$ cat src/rtl/riscv_pkg.sv
// Shared fetch/decode types: instruction size and the {addr,data} pair that the
// fetch unit hands to decode.
package riscv_pkg;

   localparam int INSN_BYTES = 4;

   typedef struct packed {
      logic [31:0] addr;
      logic [31:0] data;
   } ifu_entry_t;

endpackage

$ cat src/rtl/riscv_ifu_if.sv
// Fetch-unit bundle: instruction-memory request/response, redirect, and the
// instruction stream towards decode.
interface riscv_ifu_if;

   logic        imem_req_vld;
   logic        imem_req_rdy;
   logic [31:0] imem_req_addr;
   logic        imem_rsp_vld;
   logic [31:0] imem_rsp_data;
   logic        redirect_vld;
   logic [31:0] redirect_addr;
   logic        idu_stall;
   logic        ifu_vld;
   logic [31:0] ifu_addr;
   logic [31:0] ifu_data;

   modport master (
      output imem_req_vld, imem_req_addr, ifu_vld, ifu_addr, ifu_data,
      input  imem_req_rdy, imem_rsp_vld, imem_rsp_data,
             redirect_vld, redirect_addr, idu_stall
   );

   modport slave (
      input  imem_req_vld, imem_req_addr, ifu_vld, ifu_addr, ifu_data,
      output imem_req_rdy, imem_rsp_vld, imem_rsp_data,
             redirect_vld, redirect_addr, idu_stall
   );

endinterface

$ cat src/rtl/riscv_ifu_fifo.sv
// Generic synchronous FIFO with flush; push while full is accepted only when a
// pop happens in the same cycle.
module riscv_ifu_fifo #(
   parameter  int WIDTH = 32,
   parameter  int DEPTH = 2,
   localparam int CW    = $clog2(DEPTH + 1)
) (
   input  logic             clock,
   input  logic             reset,
   input  logic             push,
   input  logic             pop,
   input  logic             flush,
   input  logic [WIDTH-1:0] wr_data,
   output logic [WIDTH-1:0] rd_data,
   output logic             empty,
   output logic             full,
   output logic [CW-1:0]    count
);

   localparam int PW = (DEPTH > 1) ? $clog2(DEPTH) : 1;

   logic [WIDTH-1:0] mem_q [DEPTH];
   logic [PW-1:0]    wr_ptr_q, wr_ptr_d;
   logic [PW-1:0]    rd_ptr_q, rd_ptr_d;
   logic [CW-1:0]    count_q, count_d;
   logic             do_push, do_pop;

   function automatic logic [PW-1:0] next_ptr(input logic [PW-1:0] p);
      return (p == PW'(DEPTH - 1)) ? '0 : p + PW'(1);
   endfunction

   always_comb begin
      // NOTE: every always_comb output gets its default first so no path can infer a latch.
      do_pop   = pop && (count_q != '0);
      do_push  = push && ((count_q != CW'(DEPTH)) || do_pop);
      wr_ptr_d = wr_ptr_q;
      rd_ptr_d = rd_ptr_q;
      count_d  = count_q;
      if (flush) begin
         wr_ptr_d = '0;
         rd_ptr_d = '0;
         count_d  = '0;
      end else begin
         if (do_push) wr_ptr_d = next_ptr(wr_ptr_q);
         if (do_pop)  rd_ptr_d = next_ptr(rd_ptr_q);
         count_d = count_q + CW'(do_push) - CW'(do_pop);
      end
   end

   always_ff @(posedge clock) begin
      if (reset) begin
         wr_ptr_q <= '0;
         rd_ptr_q <= '0;
         count_q  <= '0;
      end else begin
         wr_ptr_q <= wr_ptr_d;
         rd_ptr_q <= rd_ptr_d;
         count_q  <= count_d;
      end
   end

   // NOTE: storage is not reset; count_q alone decides which entries are valid.
   always_ff @(posedge clock) begin
      if (do_push && !flush) mem_q[wr_ptr_q] <= wr_data;
   end

   assign rd_data = mem_q[rd_ptr_q];
   assign empty   = (count_q == '0);
   assign full    = (count_q == CW'(DEPTH));
   assign count   = count_q;

endmodule

$ cat src/rtl/riscv_ifu.sv
// Instruction fetch unit: PC, credit-limited in-order fetch, response pairing with
// the fetch address, and redirect handling that drops stale in-flight responses.
module riscv_ifu
   import riscv_pkg::*;
#(
   parameter logic [31:0] RESET_ADDR = 32'h0000_0000,
   parameter int          FIFO_DEPTH = 2
) (
   input logic          clock,
   input logic          reset,
   riscv_ifu_if.master  bus
);

   localparam int CW = $clog2(FIFO_DEPTH + 1);

   logic [31:0]   pc_q, pc_d;
   logic [CW-1:0] drop_q, drop_d;

   logic [CW-1:0] inflight, occupancy;
   logic [CW:0]   credit_sum;
   logic          aq_empty, aq_full, buf_empty, buf_full;
   logic [31:0]   aq_head;
   ifu_entry_t    buf_head, buf_wr;
   logic          accept, rsp_take, drop_hit, buf_push, buf_pop;

   // Inflight is exactly the address-queue occupancy: push on accept, pop on response.
   assign credit_sum = {1'b0, inflight} + {1'b0, occupancy};

   assign bus.imem_req_vld  = !reset && !bus.redirect_vld && !aq_full && !buf_full &&
                              (credit_sum < (CW+1)'(FIFO_DEPTH));
   assign bus.imem_req_addr = pc_q;

   assign accept   = bus.imem_req_vld && bus.imem_req_rdy;
   assign rsp_take = bus.imem_rsp_vld && !aq_empty;
   assign drop_hit = rsp_take && (drop_q != '0);
   assign buf_push = rsp_take && !drop_hit && !bus.redirect_vld;
   assign buf_pop  = !buf_empty && !bus.idu_stall;
   assign buf_wr   = '{addr: aq_head, data: bus.imem_rsp_data};

   always_comb begin
      pc_d   = pc_q;
      drop_d = drop_q;
      if (bus.redirect_vld) begin
         // Everything still outstanding after this cycle's response is stale.
         pc_d   = bus.redirect_addr & ~32'h3;
         drop_d = inflight - CW'(rsp_take);
      end else begin
         if (accept)   pc_d   = pc_q + 32'(INSN_BYTES);
         if (drop_hit) drop_d = drop_q - CW'(1);
      end
   end

   always_ff @(posedge clock) begin
      if (reset) begin
         pc_q   <= RESET_ADDR;
         drop_q <= '0;
      end else begin
         pc_q   <= pc_d;
         drop_q <= drop_d;
      end
   end

   riscv_ifu_fifo #(.WIDTH(32), .DEPTH(FIFO_DEPTH)) u_addr_q (
      .clock   (clock),
      .reset   (reset),
      .push    (accept),
      .pop     (rsp_take),
      .flush   (1'b0),
      .wr_data (pc_q),
      .rd_data (aq_head),
      .empty   (aq_empty),
      .full    (aq_full),
      .count   (inflight)
   );

   riscv_ifu_fifo #(.WIDTH($bits(ifu_entry_t)), .DEPTH(FIFO_DEPTH)) u_insn_buf (
      .clock   (clock),
      .reset   (reset),
      .push    (buf_push),
      .pop     (buf_pop),
      .flush   (bus.redirect_vld),
      .wr_data (buf_wr),
      .rd_data (buf_head),
      .empty   (buf_empty),
      .full    (buf_full),
      .count   (occupancy)
   );

   assign bus.ifu_vld  = !buf_empty;
   assign bus.ifu_addr = buf_empty ? 32'h0 : buf_head.addr;
   assign bus.ifu_data = buf_empty ? 32'h0 : buf_head.data;

endmodule
$ cat src/flat_wrapper.sv
// flat-port wrapper written by rule: the top's interface ports become plain ports
module riscv_ifu_flat import riscv_pkg::*;
#(
   parameter logic [31:0] RESET_ADDR = 32'h0000_0000,
   parameter int          FIFO_DEPTH = 2
)
  (clock, reset, bus_imem_req_vld, bus_imem_req_addr, bus_ifu_vld, bus_ifu_addr, bus_ifu_data, bus_imem_req_rdy, bus_imem_rsp_vld, bus_imem_rsp_data, bus_redirect_vld, bus_redirect_addr, bus_idu_stall);
  riscv_ifu_if bus_i ();
  input logic clock;
  input logic reset;
  output wire logic [$bits(bus_i.imem_req_vld)-1:0] bus_imem_req_vld;
  output wire logic [$bits(bus_i.imem_req_addr)-1:0] bus_imem_req_addr;
  output wire logic [$bits(bus_i.ifu_vld)-1:0] bus_ifu_vld;
  output wire logic [$bits(bus_i.ifu_addr)-1:0] bus_ifu_addr;
  output wire logic [$bits(bus_i.ifu_data)-1:0] bus_ifu_data;
  input wire logic [$bits(bus_i.imem_req_rdy)-1:0] bus_imem_req_rdy;
  input wire logic [$bits(bus_i.imem_rsp_vld)-1:0] bus_imem_rsp_vld;
  input wire logic [$bits(bus_i.imem_rsp_data)-1:0] bus_imem_rsp_data;
  input wire logic [$bits(bus_i.redirect_vld)-1:0] bus_redirect_vld;
  input wire logic [$bits(bus_i.redirect_addr)-1:0] bus_redirect_addr;
  input wire logic [$bits(bus_i.idu_stall)-1:0] bus_idu_stall;
  assign bus_imem_req_vld = bus_i.imem_req_vld;
  assign bus_imem_req_addr = bus_i.imem_req_addr;
  assign bus_ifu_vld = bus_i.ifu_vld;
  assign bus_ifu_addr = bus_i.ifu_addr;
  assign bus_ifu_data = bus_i.ifu_data;
  assign bus_i.imem_req_rdy = bus_imem_req_rdy;
  assign bus_i.imem_rsp_vld = bus_imem_rsp_vld;
  assign bus_i.imem_rsp_data = bus_imem_rsp_data;
  assign bus_i.redirect_vld = bus_redirect_vld;
  assign bus_i.redirect_addr = bus_redirect_addr;
  assign bus_i.idu_stall = bus_idu_stall;
  riscv_ifu #(.RESET_ADDR(RESET_ADDR), .FIFO_DEPTH(FIFO_DEPTH)) u_core (.clock(clock), .reset(reset), .bus(bus_i));
endmodule
$ cat config.mk
export PLATFORM = sky130hd
export DESIGN_NAME = riscv_ifu_flat
export DESIGN_NICKNAME = d
export VERILOG_FILES = /design/src/rtl/riscv_pkg.sv /design/src/rtl/riscv_ifu_if.sv /design/src/rtl/riscv_ifu_fifo.sv /design/src/rtl/riscv_ifu.sv /design/src/flat_wrapper.sv
export SDC_FILE = /design/constraint.sdc
export NUM_CORES = 1
export LEC_CHECK = 0
export ABC_AREA = 1
export CELL_PAD_IN_SITES_DETAIL_PLACEMENT = 1
export CELL_PAD_IN_SITES_GLOBAL_PLACEMENT = 1
export CORE_ASPECT_RATIO = 1.2
export CORE_MARGIN = 2
export CORE_UTILIZATION = 37
export DETAILED_ROUTE_END_ITERATION = 12
export GPL_ROUTABILITY_DRIVEN = 0
export PLACE_DENSITY_LB_ADDON = 0.15
export SLEW_MARGIN = 20
export SYNTH_ARGS = -nofsm -noshare
export SYNTH_HDL_FRONTEND = slang
export SYNTH_SLANG_ARGS = --single-unit
$ cat constraint.sdc
create_clock -name clock -period 4 [get_ports clock]
set_input_delay 0.4 -clock clock [delete_from_list [all_inputs] [get_ports clock]]
set_output_delay 0.4 -clock clock [all_outputs]
set_load 0.02 [all_outputs]
==> results.cfg, run 1 <==
[synthesis]
synthFlopType = edfxtp_1
ys_ff_latch = 226
netlist_area_um2 = 9495
synth_fa_ha_area_frac = 0.01001
synthTopCellsByArea = edfxtp_1 (58%), nand2_1 (9.6%), dfxtp_1 (8.9%)
syn_area_per_cell_um2 = 10.98
yosysMostFrequentCell = nand2_1
synth_xor_area_frac = 0.01660
ys_types = 36
ys.warnings.count = 0
yosys-top-cells-count = nand2_1 (242), edfxtp_1 (184), a21oi_1 (95)
yosysTopAreaCellShare = 0.5819
synth-compound-area-share = 0.07155
seq_area_frac_synth = 0.6704
synth_area_leader_cell = edfxtp_1
yosys.area_share.simple = 0.1471
postSynthCellCount = 865
async_flop_share = 0
synth_top_family_by_area = simple AND/OR/NAND/NOR gates
synth-edff-count = 184
synthMuxAreaShare = 0.03558

[detailed_routing]
num_vias = 6657
dr.pass1.iters = 6
routedWlPerCell_um = 17.23
drc = 0
totalWireLength_mm = 23.84
drt_iter0_markers = 332
route.antenna.remaining_nets = 0
vias_per_cell = 4.813

[grt]
grt_antenna_before_repair = 0
grt_pass1_vias = 6997
grt_first_pass_wirelength_mm = 38.08
grt_overflow = 0
gr-usage-all-layers = 0.1799
grt_max_degree = 63

[pwr]
p_leak_nw = 4.495
powerDensity_nw_per_um2 = 478.9
worst_ir_drop_vdd_mv = 0.2344
power_mw = 5.942

[floorplan]
die_area_um2 = 26970
io_pins = 168
initial_core_util = 0.3741
core_um2 = 25380
rows = 64
die_w_um = 150.2
die_h_um = 179.5

[run_status]
outcome = finished, final reports clean

[clock_tree]
numCtsBuffers = 24
cts_resized = 0
tritoncts = yes
cts_setup_buffers = 0
h-tree-depth = 1
clock-sinks = 226
cts-root-buf = clkbuf_16
holdBufCountCts = 0
clk_pin_slew_ns = 0.06
clockBufferDepth = 3
clock_latency_ns = 0.51

[worst_setup_path]
critPathCaptureType = primary output
reg2regPathDepth = 13
cp.required_ns = 3.60
critPathLaunchType = flop
critical_path_class = reg2out
cp_max_fo = 38
worstPathArrival_ns = 2.49
r2r_setup_slack_ns = 1.53

[sta]
worstMarginPinSlew_ns = 0.7560
finalCriticalPeriod_ns = 2.886
period_share = 0.7215
setup_tns_ns = 0
drv_slew = 0
slew_headroom = 0.4960
rsz0062_at_grt = no
fmax_mhz = 346.5
skew_ns = 0.01357
timing.final.setup_violations = 0
fin_hold_ws_ns = 0.4649
final-hold-violation-count = 0

[worst_hold_path]
hold_class = reg2reg
holdPathStages = 1

[cells_and_area]
antenna_cells = 0
area_growth_pct = 30.66
layout-drive-gt1-share = 0.1121
nFillCells = 2732
final_nets = 1112
fin_area_um2 = 12410

[place]
placed_area_um2 = 11590
hpwl_mm = 16.45
io_buffers = 161

[job]
max-cap-violations = 0
==> logic make-up after synthesis <==
family / count (synthesis)
buffers and inverters: 108
DFF: 226
other: 1
xor gates and xnor gates: 18
muxes: 30
AOI/OAI and AO/OA: 132
and+or+nand+nor: 343
adders and majority gates: 7
==> critical path, cell delays in order, from the launching register on <==
cell,delay [ns]
dfxtp_2,0.32
inv_2,0.53
buf_12,0.26
nand2_1,0.07
a21oi_1,0.16
clkdlybuf4s50_1,0.63
==> through the flow <==
step	setup slack, ns	instances	util
2_1_floorplan	-0.04506	868	-
3_3_place_gp	1.150	1339	0.4564
3_5_place_dp	1.110	1339	0.4564
4_1_cts	1.012	1383	0.4888
5_1_grt	0.9471	1383	0.4888
6_report	1.114	1383	0.4888
==> registers in the layout, indices dropped and copies added (netlist names), 2 cells and up, named ones only <==
signal / count
u_core.u_insn_buf.mem_q: 124
u_core.bus.imem_req_addr: 30
u_core.u_insn_buf.count: 2
u_core.u_addr_q.mem_q: 60
u_core.u_addr_q.count: 2
u_core.drop_q: 2
==> layout make-up <==
type | count | area (um^2) | share of cell area
Clock buffer | 28 | 636.9 | 0.05133
Clock inverter | 16 | 183.9 | 0.01482
Inverter | 70 | 265.3 | 0.02138
Multi-Input combinational cell | 534 | 2706 | 0.2181
Sequential cell | 226 | 6367 | 0.5132
Tap cell | 330 | 412.9 | 0.03328
Timing Repair Buffer | 179 | 1834 | 0.1478
==> layout by cell type (no fill, tap or decap), drive strengths merged <==
cell	n
nor2	57
mux2	30
nor3	5
a22oi	3
bufinv	4
nand3	32
clkdlybuf4s50	161
buf	18
xor2	15
nand3b	1
o21ai	31
edfxtp	184
fa	1
a211oi	1
a21oi	95
clkinv	9
dfxtp	42
nand2	245
conb	4
nand4	1
clkinvlp	3
clkbuf	28
and2	1
a31oi	1
or2	1
ha	6
o211ai	1
inv	70
xnor2	3
==> final timing paths <==
| check | end | from |
|---|---|---|
| worst max register to register | u_core.u_addr_q.count[1] | u_core.u_insn_buf.count[0] |
| worst max-delay path | bus_ifu_data[9] | flop |
| worst min register to register | flop | u_core.u_addr_q.rd_ptr_q |
| worst min-delay path | flop | u_core.u_addr_q.rd_ptr_q |
==> where the power goes <==
| group | internal (mW) | total [mW] | switching (mW) | leakage (nW) |
|---|---|---|---|---|
| clock network | 1.40 | 2.29 | 0.890 | 0.395 |
| registers | 2.74 | 2.83 | 0.0929 | 2.02 |
| logic | 0.358 | 0.821 | 0.463 | 2.08 |
==> routing by layer <==
metal,part of all wire,vias up,GRT usage
li1,-,3258,-
met3,0.050,32,0.02843
met1,0.43,3206,0.2317
met4,0.022,0,0.05585
met2,0.50,161,0.3098
met5,0,-,0
No activity file was read; power rests on OpenSTA's default activity.
==> run 2, diff against run 1 <==
CORE_UTILIZATION = 41   (was 37)
clock period = 2.8 ns   (was 4 ns; I/O delays follow)
==> results.cfg, run 2 (synthesis results as in run 1) <==
[run_status]
outcome = finished, final reports clean

[pwr]
powerDensity_nw_per_um2 = 668.9
power_mw = 8.223
worst_ir_drop_vdd_mv = 0.3900
p_leak_nw = 4.457

[worst_setup_path]
worstPathArrival_ns = 2.36
cp_max_fo = 32
cp_top_family = buffers and inverters
path_buf_inv = 3
critPathCaptureType = primary output
critical_path_class = reg2out
critPathLaunchType = flop
cp_slowest_cell = clkdlybuf4s50_1
crit_chain = inv_2 > buf_12 > nand2_1 > a21oi_1 > clkdlybuf4s50_1
cp.required_ns = 2.52
max_stage_delay_ns = 0.65

[place]
hpwl_mm = 15.86
io_buffers = 161
placed_area_um2 = 11560
place_ws_ns = 0.3316

[grt]
gr-usage-all-layers = 0.1952
grt_max_degree = 64
grt_pass1_vias = 7054
use_met2 = 0.3441
gr-usage-met3 = 0.02939
grt_first_pass_wirelength_mm = 37.33
grt_overflow = 0
grt_antenna_before_repair = 0
use_met1 = 0.2478
grt_busiest_layer = met2

[cells_and_area]
layout_commonest_cell = nand2_1
final_nets = 1108
layout-drive-gt1-share = 0.1041
area_growth_pct = 29.46
largest_register_ffs = 124
antenna_cells = 0
fin_area_um2 = 12290
largest-register = u_core.u_insn_buf.mem_q
layout_common_cells = nand2_1 (242), edfxtp_1 (184), clkdlybuf4s50_1 (160)
nFillCells = 2445

[floorplan]
rows = 61
core_um2 = 22970
die_w_um = 142.9
initial_core_util = 0.4133
io_pins = 168
die_area_um2 = 24400
die_h_um = 170.7

[clock_tree]
cts-root-buf = clkbuf_16
clk_pin_slew_ns = 0.06
clockBufferDepth = 3
holdBufCountCts = 0
clock-sinks = 226
numCtsBuffers = 23
h-tree-depth = 1
clock_latency_ns = 0.50
tritoncts = yes

[sta]
final-hold-violation-count = 0
fin_ws_ns = 0.1610
rsz0062_at_grt = no
worstMarginPinSlew_ns = 0.5208
fin_hold_ws_ns = 0.3644
fmax_mhz = 378.9
timing.final.setup_violations = 0
drv_slew = 0
setup_tns_ns = 0
finalCriticalPeriod_ns = 2.639
slew_headroom = 0.6505
skew_ns = 0.01480
period_share = 0.9425

[detailed_routing]
drt_iter0_markers = 295
num_vias = 6656
drc = 0
route.antenna.remaining_nets = 0
dr.pass1.iters = 4
routedWlPerCell_um = 17.35
totalWireLength_mm = 23.64
vias_per_cell = 4.887

[worst_hold_path]
hold_class = in2reg

[job]
max-cap-violations = 0
run 2: worst paths after layout:
check,cells past startpoint,endpoint,slack (ns),from
hold reg to reg,1,flop,0.46,u_core.u_insn_buf.rd_ptr_q
hold / removal,1,u_core.u_insn_buf.mem_q[1][26],0.36,bus_imem_rsp_data[26]
setup reg to reg,13,u_core.u_addr_q.count[1],0.34,u_core.u_insn_buf.count[0]
setup / recovery,5,bus_ifu_data[18],0.16,flop
run 2: metrics by stage:
stage,util,instances
global placement,0.5031,1321
detailed placement,0.5031,1321
CTS,0.5350,1362
floorplan,-,868
global route,0.5351,1362
finish,0.5351,1362
run 2: final cells by class:
class                           instances  area [um^2]  area share
Clock buffer                           28        594.3     0.04835
Clock inverter                         13        138.9     0.01130
Inverter                               70        265.3     0.02158
Multi-Input combinational cell        534         2706      0.2202
Sequential cell                       226         6367      0.5180
Tap cell                              315        394.1     0.03206
Timing Repair Buffer                  176         1827      0.1486
run 2: timing repair:
| item | CTS | global route |
|---|---|---|
| endpoints found under the setup margin | 0 | 1 |
| resized for setup | 0 | 1 |
| setup buffers | 0 | 0 |
run 2: routing by layer:
layer | part of all wire | wire, um
met1 | 0.42 | 10030
met2 | 0.50 | 11760
met3 | 0.054 | 1283
met4 | 0.024 | 565
met5 | 0 | 0
run 2: power breakdown:
part	internal, mW	switching [mW]	total (mW)
clock network	1.78	1.23	3.01
registers	3.92	0.132	4.05
logic	0.502	0.662	1.16
total	6.20	2.02	8.22
